### src/rtl/ntt_sdf_reorder.sv
// Ping-pong output reorder buffer for the last SDF NTT stage: fills one bank in
// bit-reversed (or natural) order while the other bank drains in natural order.
module ntt_sdf_reorder #(
    parameter int LOGQ       = 0,
    parameter int LOGN       = 0,
    parameter int DELAY_BRAM = 1,
    localparam int QW        = (LOGQ > 0) ? LOGQ : 1,
    localparam int AW        = (LOGN > 0) ? LOGN : 1
) (
    input  logic          clk,
    input  logic          rst,
    input  logic          start,
    input  logic          bypass,
    input  logic [QW-1:0] stage_in,
    output logic [QW-1:0] stage_out,
    output logic          valid_out,
    output logic          frame_first,
    output logic          frame_last,
    output logic          busy
);

    localparam int            DEPTH    = 2 << AW;
    localparam int            PD       = DELAY_BRAM + 1;
    localparam logic [AW-1:0] LAST_IDX = '1;

    function automatic logic [AW-1:0] bit_rev(input logic [AW-1:0] x);
        logic [AW-1:0] r;
        for (int i = 0; i < AW; i++) r[i] = x[AW-1-i];
        return r;
    endfunction

    logic [AW-1:0] wr_cnt_q, wr_cnt_d;
    logic          byp_q, byp_d;
    logic          wr_bank_q, wr_bank_d;
    logic          rd_bank_q, rd_bank_d;
    logic          rd_active_q, rd_active_d;
    logic [AW-1:0] rd_cnt_q, rd_cnt_d;
    logic          byp_eff;
    logic [AW-1:0] wr_addr;
    logic          frame_done;

    always_comb begin
        // NOTE: every signal driven here gets a default first, so no path can infer a latch.
        wr_cnt_d    = wr_cnt_q;
        byp_d       = byp_q;
        wr_bank_d   = wr_bank_q;
        rd_bank_d   = rd_bank_q;
        rd_active_d = rd_active_q;
        rd_cnt_d    = rd_cnt_q;
        byp_eff     = (wr_cnt_q == '0) ? bypass : byp_q;
        wr_addr     = byp_eff ? wr_cnt_q : bit_rev(wr_cnt_q);
        frame_done  = start && (wr_cnt_q == LAST_IDX);

        if (start) begin
            wr_cnt_d = wr_cnt_q + AW'(1);
            if (wr_cnt_q == '0) byp_d = bypass;
        end

        if (rd_active_q) begin
            rd_cnt_d = rd_cnt_q + AW'(1);
            if (rd_cnt_q == LAST_IDX) rd_active_d = 1'b0;
        end

        // A completion landing on the final read restarts the drain with no bubble.
        if (frame_done) begin
            wr_bank_d   = ~wr_bank_q;
            rd_bank_d   = wr_bank_q;
            rd_active_d = 1'b1;
            rd_cnt_d    = '0;
        end
    end

    always_ff @(posedge clk or negedge rst) begin
        if (!rst) begin
            wr_cnt_q    <= '0;
            byp_q       <= 1'b0;
            wr_bank_q   <= 1'b0;
            rd_bank_q   <= 1'b0;
            rd_active_q <= 1'b0;
            rd_cnt_q    <= '0;
        end else begin
            wr_cnt_q    <= wr_cnt_d;
            byp_q       <= byp_d;
            wr_bank_q   <= wr_bank_d;
            rd_bank_q   <= rd_bank_d;
            rd_active_q <= rd_active_d;
            rd_cnt_q    <= rd_cnt_d;
        end
    end

    logic [QW-1:0] mem_q [DEPTH];

    // NOTE: the banks carry no reset so they can map onto block RAM; contents are don't-care until written.
    always_ff @(posedge clk) begin
        if (start) mem_q[{wr_bank_q, wr_addr}] <= stage_in;
    end

    logic [QW-1:0] dat_pipe_q [PD];
    logic [PD-1:0] vld_pipe_q, fst_pipe_q, lst_pipe_q;

    always_ff @(posedge clk or negedge rst) begin
        if (!rst) begin
            for (int i = 0; i < PD; i++) dat_pipe_q[i] <= '0;
            vld_pipe_q <= '0;
            fst_pipe_q <= '0;
            lst_pipe_q <= '0;
        end else begin
            dat_pipe_q[0] <= mem_q[{rd_bank_q, rd_cnt_q}];
            vld_pipe_q[0] <= rd_active_q;
            fst_pipe_q[0] <= rd_active_q && (rd_cnt_q == '0);
            lst_pipe_q[0] <= rd_active_q && (rd_cnt_q == LAST_IDX);
            for (int i = 1; i < PD; i++) begin
                dat_pipe_q[i] <= dat_pipe_q[i-1];
                vld_pipe_q[i] <= vld_pipe_q[i-1];
                fst_pipe_q[i] <= fst_pipe_q[i-1];
                lst_pipe_q[i] <= lst_pipe_q[i-1];
            end
        end
    end

    logic [QW-1:0] stage_out_q;
    logic          valid_out_q, frame_first_q, frame_last_q;

    always_ff @(posedge clk or negedge rst) begin
        if (!rst) begin
            stage_out_q   <= '0;
            valid_out_q   <= 1'b0;
            frame_first_q <= 1'b0;
            frame_last_q  <= 1'b0;
        end else begin
            if (vld_pipe_q[PD-1]) stage_out_q <= dat_pipe_q[PD-1];
            valid_out_q   <= vld_pipe_q[PD-1];
            frame_first_q <= fst_pipe_q[PD-1];
            frame_last_q  <= lst_pipe_q[PD-1];
        end
    end

    assign stage_out   = stage_out_q;
    assign valid_out   = valid_out_q;
    assign frame_first = frame_first_q;
    assign frame_last  = frame_last_q;
    assign busy        = (wr_cnt_q != '0) || rd_active_q || (|vld_pipe_q) || valid_out_q;

endmodule

### config.mk
export PLATFORM = sky130hd
export DESIGN_NAME = ntt_sdf_reorder
export DESIGN_NICKNAME = d
export VERILOG_FILES = /design/src/rtl/ntt_sdf_reorder.sv
export SDC_FILE = /design/constraint.sdc
export NUM_CORES = 1
export LEC_CHECK = 0
export CORE_MARGIN = 4
export CORE_UTILIZATION = 25
export DETAILED_ROUTE_END_ITERATION = 6
export SYNTH_ARGS = -nofsm -noshare
export SYNTH_HDL_FRONTEND = slang
export SYNTH_SLANG_ARGS = --single-unit
### constraint.sdc
create_clock -name clk -period 1.4 [get_ports clk]
set_input_delay 0.21 -clock clk [delete_from_list [all_inputs] [get_ports clk]]
set_output_delay 0.21 -clock clk [all_outputs]
set_load 0.05 [all_outputs]
==> run_results.csv <==
group,metric,value,unit
run_status,status,"complete, no violations",
timing,worstMarginPinSlew,0.205,ns
timing,timing.fmax,761,MHz
grt,grt_max_degree,18,
timing,setup_viol,0,
logic_synthesis,yosys.area.top_type,"dfrtp_1",
final_layout,layout-drive-gt1-share,33.9,%
clocking,cts_root_buf,"clkbuf_4",
floorplan,ios,10,
timing,fin_hold_ws,0.234,ns
setup_path,cp_slowest_cell,"dfrtp_2",
grt,track_usage,6.19,%
logic_synthesis,syn_area,683,µm²
drt,vias,361,
setup_path,cp_cell_sequence,"nor3_2, nand2_1, buf_6",
timing,setup_tns,0,ns
timing,finClkSkew,0.00228,ns
setup_path,setup.worst_path.class,"reg -> out",
grt,grt_overflow_total,0,
logic_synthesis,yosysUniqueCellTypes,17,
grt,grt_pass1_wl,1610,µm
drt,drtIter0Drc,2,
final_layout,syn_to_final_growth,33.5,%
pwr,p_per_area,2330,nW/µm²
timing,fin_crit_sh,93.8,%
place,io_buffers,8,
place,postPlaceCellArea,861,µm²
setup_path,cpLargestDelayFamily,"flip-flops",
setup_path,worstPathArrival,1.10,ns
clocking,cts.sink_count,21,
pwr,peakVddDrop,0.00129,V
drt,postRouteAntennaNets,0,
floorplan,die_w,60.3,µm
timing,relSlewSlack,86.3,%
final_layout,final_cell_area,912,µm²
grt,grt_pass1_vias,359,
timing,slew_viol_final,0,
worst_hold_path,hold_path.class,"in -> async",
clocking,path_clk_slew,0.11,ns
logic_synthesis,avgSynthCellArea,17.5,µm²
final_layout,final_core_util,35.8,%
logic_synthesis,yosys-top-cells-area,"dfrtp_1, edfxtp_1, mux4_2, xnor2_1, mux2_2",
timing,fin_crit,1.31,ns
floorplan,design.die.area,3630,µm²
setup_path,cp-start-kind,"register",
setup_path,crit_path_end_kind,"primary output",
drt,drc,0,
timing,hold_viol_final,0,
final_layout,diodes,0,
run,drv_cap,0,
final_layout,nNetsFinal,62,
floorplan,start_util,26.8,%
setup_path,cpPeakStageDelay,0.43,ns
floorplan,num_rows,18,
clocking,cts-buffers-inserted,3,
clocking,cts_tree,"built",
logic_synthesis,ys_ff_latch,21,
clocking,clk_latency,0.28,ns
setup_path,cp_num_buf_inv,1,
grt,antenna_found_initial,0,
drt,viasPerCell,4.20,
setup_path,worstPathMaxFanout,2,
logic_synthesis,synth_cells,39,
logic_synthesis,yosysSeqAreaShare,79.9,%
floorplan,die_h,60.3,µm
drt,avgRoutedWirePerCell,11.0,µm
clocking,cts_buffer_depth,2,
logic_synthesis,synth_nets,44,
drt,postRouteWirelength,942,µm
clocking,htree_levels,1,
logic_synthesis,synth_top_area_share,62.3,%
floorplan,core_region_area,2540,µm²
logic_synthesis,yosysWarnings,0,
timing,rsz0062_at_grt,"false",
drt,drt_pre_antenna_iters,2,
place,gp_congestion,0.628,
pwr,leakage,0.399,nW
setup_path,crit_required,1.19,ns
==> state kept, by name (all words and copies together) (netlist names) <==
register,cells
rd_bank_q,1
frame_last,1
valid_out,1
lst_pipe_q,2
dat_pipe_q,2
vld_pipe_q,2
wr_bank_q,1
mem_q,4
stage_out,1
rd_cnt_q,1
wr_addr,1
fst_pipe_q,2
frame_first,1
rd_active_q,1
==> stage by stage <==
stage | power [mW] | setup WS (ns) | cells
floorplan | 1.44 | 0.159 | 39
global placement | 1.79 | 0.105 | 80
detailed placement | 1.83 | 0.113 | 80
CTS | 2.12 | 0.00779 | 85
global route | 2.25 | 0.0177 | 86
finish | 2.13 | 0.0865 | 86
==> worst reg2reg max path, delay by kind of cell, from the launching register on <==
kind                   cells  cell delay (ns)
and+or+nand+nor            1             0.23
DFF                        1             0.43
buffers and inverters      1             0.16
==> final cells by class <==
class | count | area [µm²]
tap | 30 | 37.5
timing repair buffer | 13 | 159
clock buffer | 4 | 26.3
multi-input combinational | 18 | 143
sequential | 21 | 547
fill | 247 | 1630
==> cells by family after synthesis <==
logic type | synth area share, %
xor+xnor | 3.85
compound gates | 1.83
flops | 79.9
simple gates | 9.53
mux | 4.94
==> cells in the mapped netlist <==
cell / n
and2_2: 1
edfxtp_1: 4
dfrtp_1: 17
xnor2_1: 2
mux2_2: 1
a21oi_1: 1
nand2_1: 2
nor2_1: 2
xor2_1: 1
and2b_2: 1
nor3b_1: 1
mux4_2: 1
a21o_1: 1
nand2b_1: 1
and3b_1: 1
and3_1: 1
nor3_1: 1
==> per-layer routing <==
| layer | track usage, % | up-vias | wire (µm) |
|---|---|---|---|
| met5 | 0 | - | 0 |
| met4 | 3.80 | 0 | 14 |
| met3 | 2.16 | 2 | 60 |
| met2 | 9.26 | 8 | 487 |
| met1 | 7.57 | 183 | 380 |
| li1 | - | 168 | - |
==> worst paths after layout <==
| kind | startpoint | to | slack (ns) | cells after the start |
|---|---|---|---|---|
| max | wr_addr | busy | 0.09 | 3 |
| min | rst | rd_active_q | 0.23 | 2 |
| max reg2reg | wr_addr | mem_q[2] | 0.31 | 2 |
| min reg2reg | fst_pipe_q[1] | frame_first | 0.36 | 0 |
| max in group asynchronous | rst | wr_addr | 0.97 | 2 |
| min in group clk | fst_pipe_q[1] | frame_first | 0.36 | 0 |
==> report_power, final <==
part | switching [mW] | internal, mW | total (mW)
clock network | 0.160 | 0.111 | 0.271
logic | 0.375 | 0.430 | 0.805
registers | 0.169 | 0.885 | 1.05
==> cell usage in the layout, fill, tap and decap left out, types with 2 or more instances in the layout <==
cell type,count
dfrtp_1,16
buf_4,5
edfxtp_1,4
buf_12,4
clkbuf_4,3
clkdlybuf4s50_1,3
nor2_1,2
nand2_1,2
xnor2_1,2
==> what timing repair did <==
action	in CTS	in global routing
endpoints found under the setup margin	1	1
setup buffers	1	1
hold buffers	0	0
gates resized for setup	1	2
No activity file was read; power rests on OpenSTA's default activity.
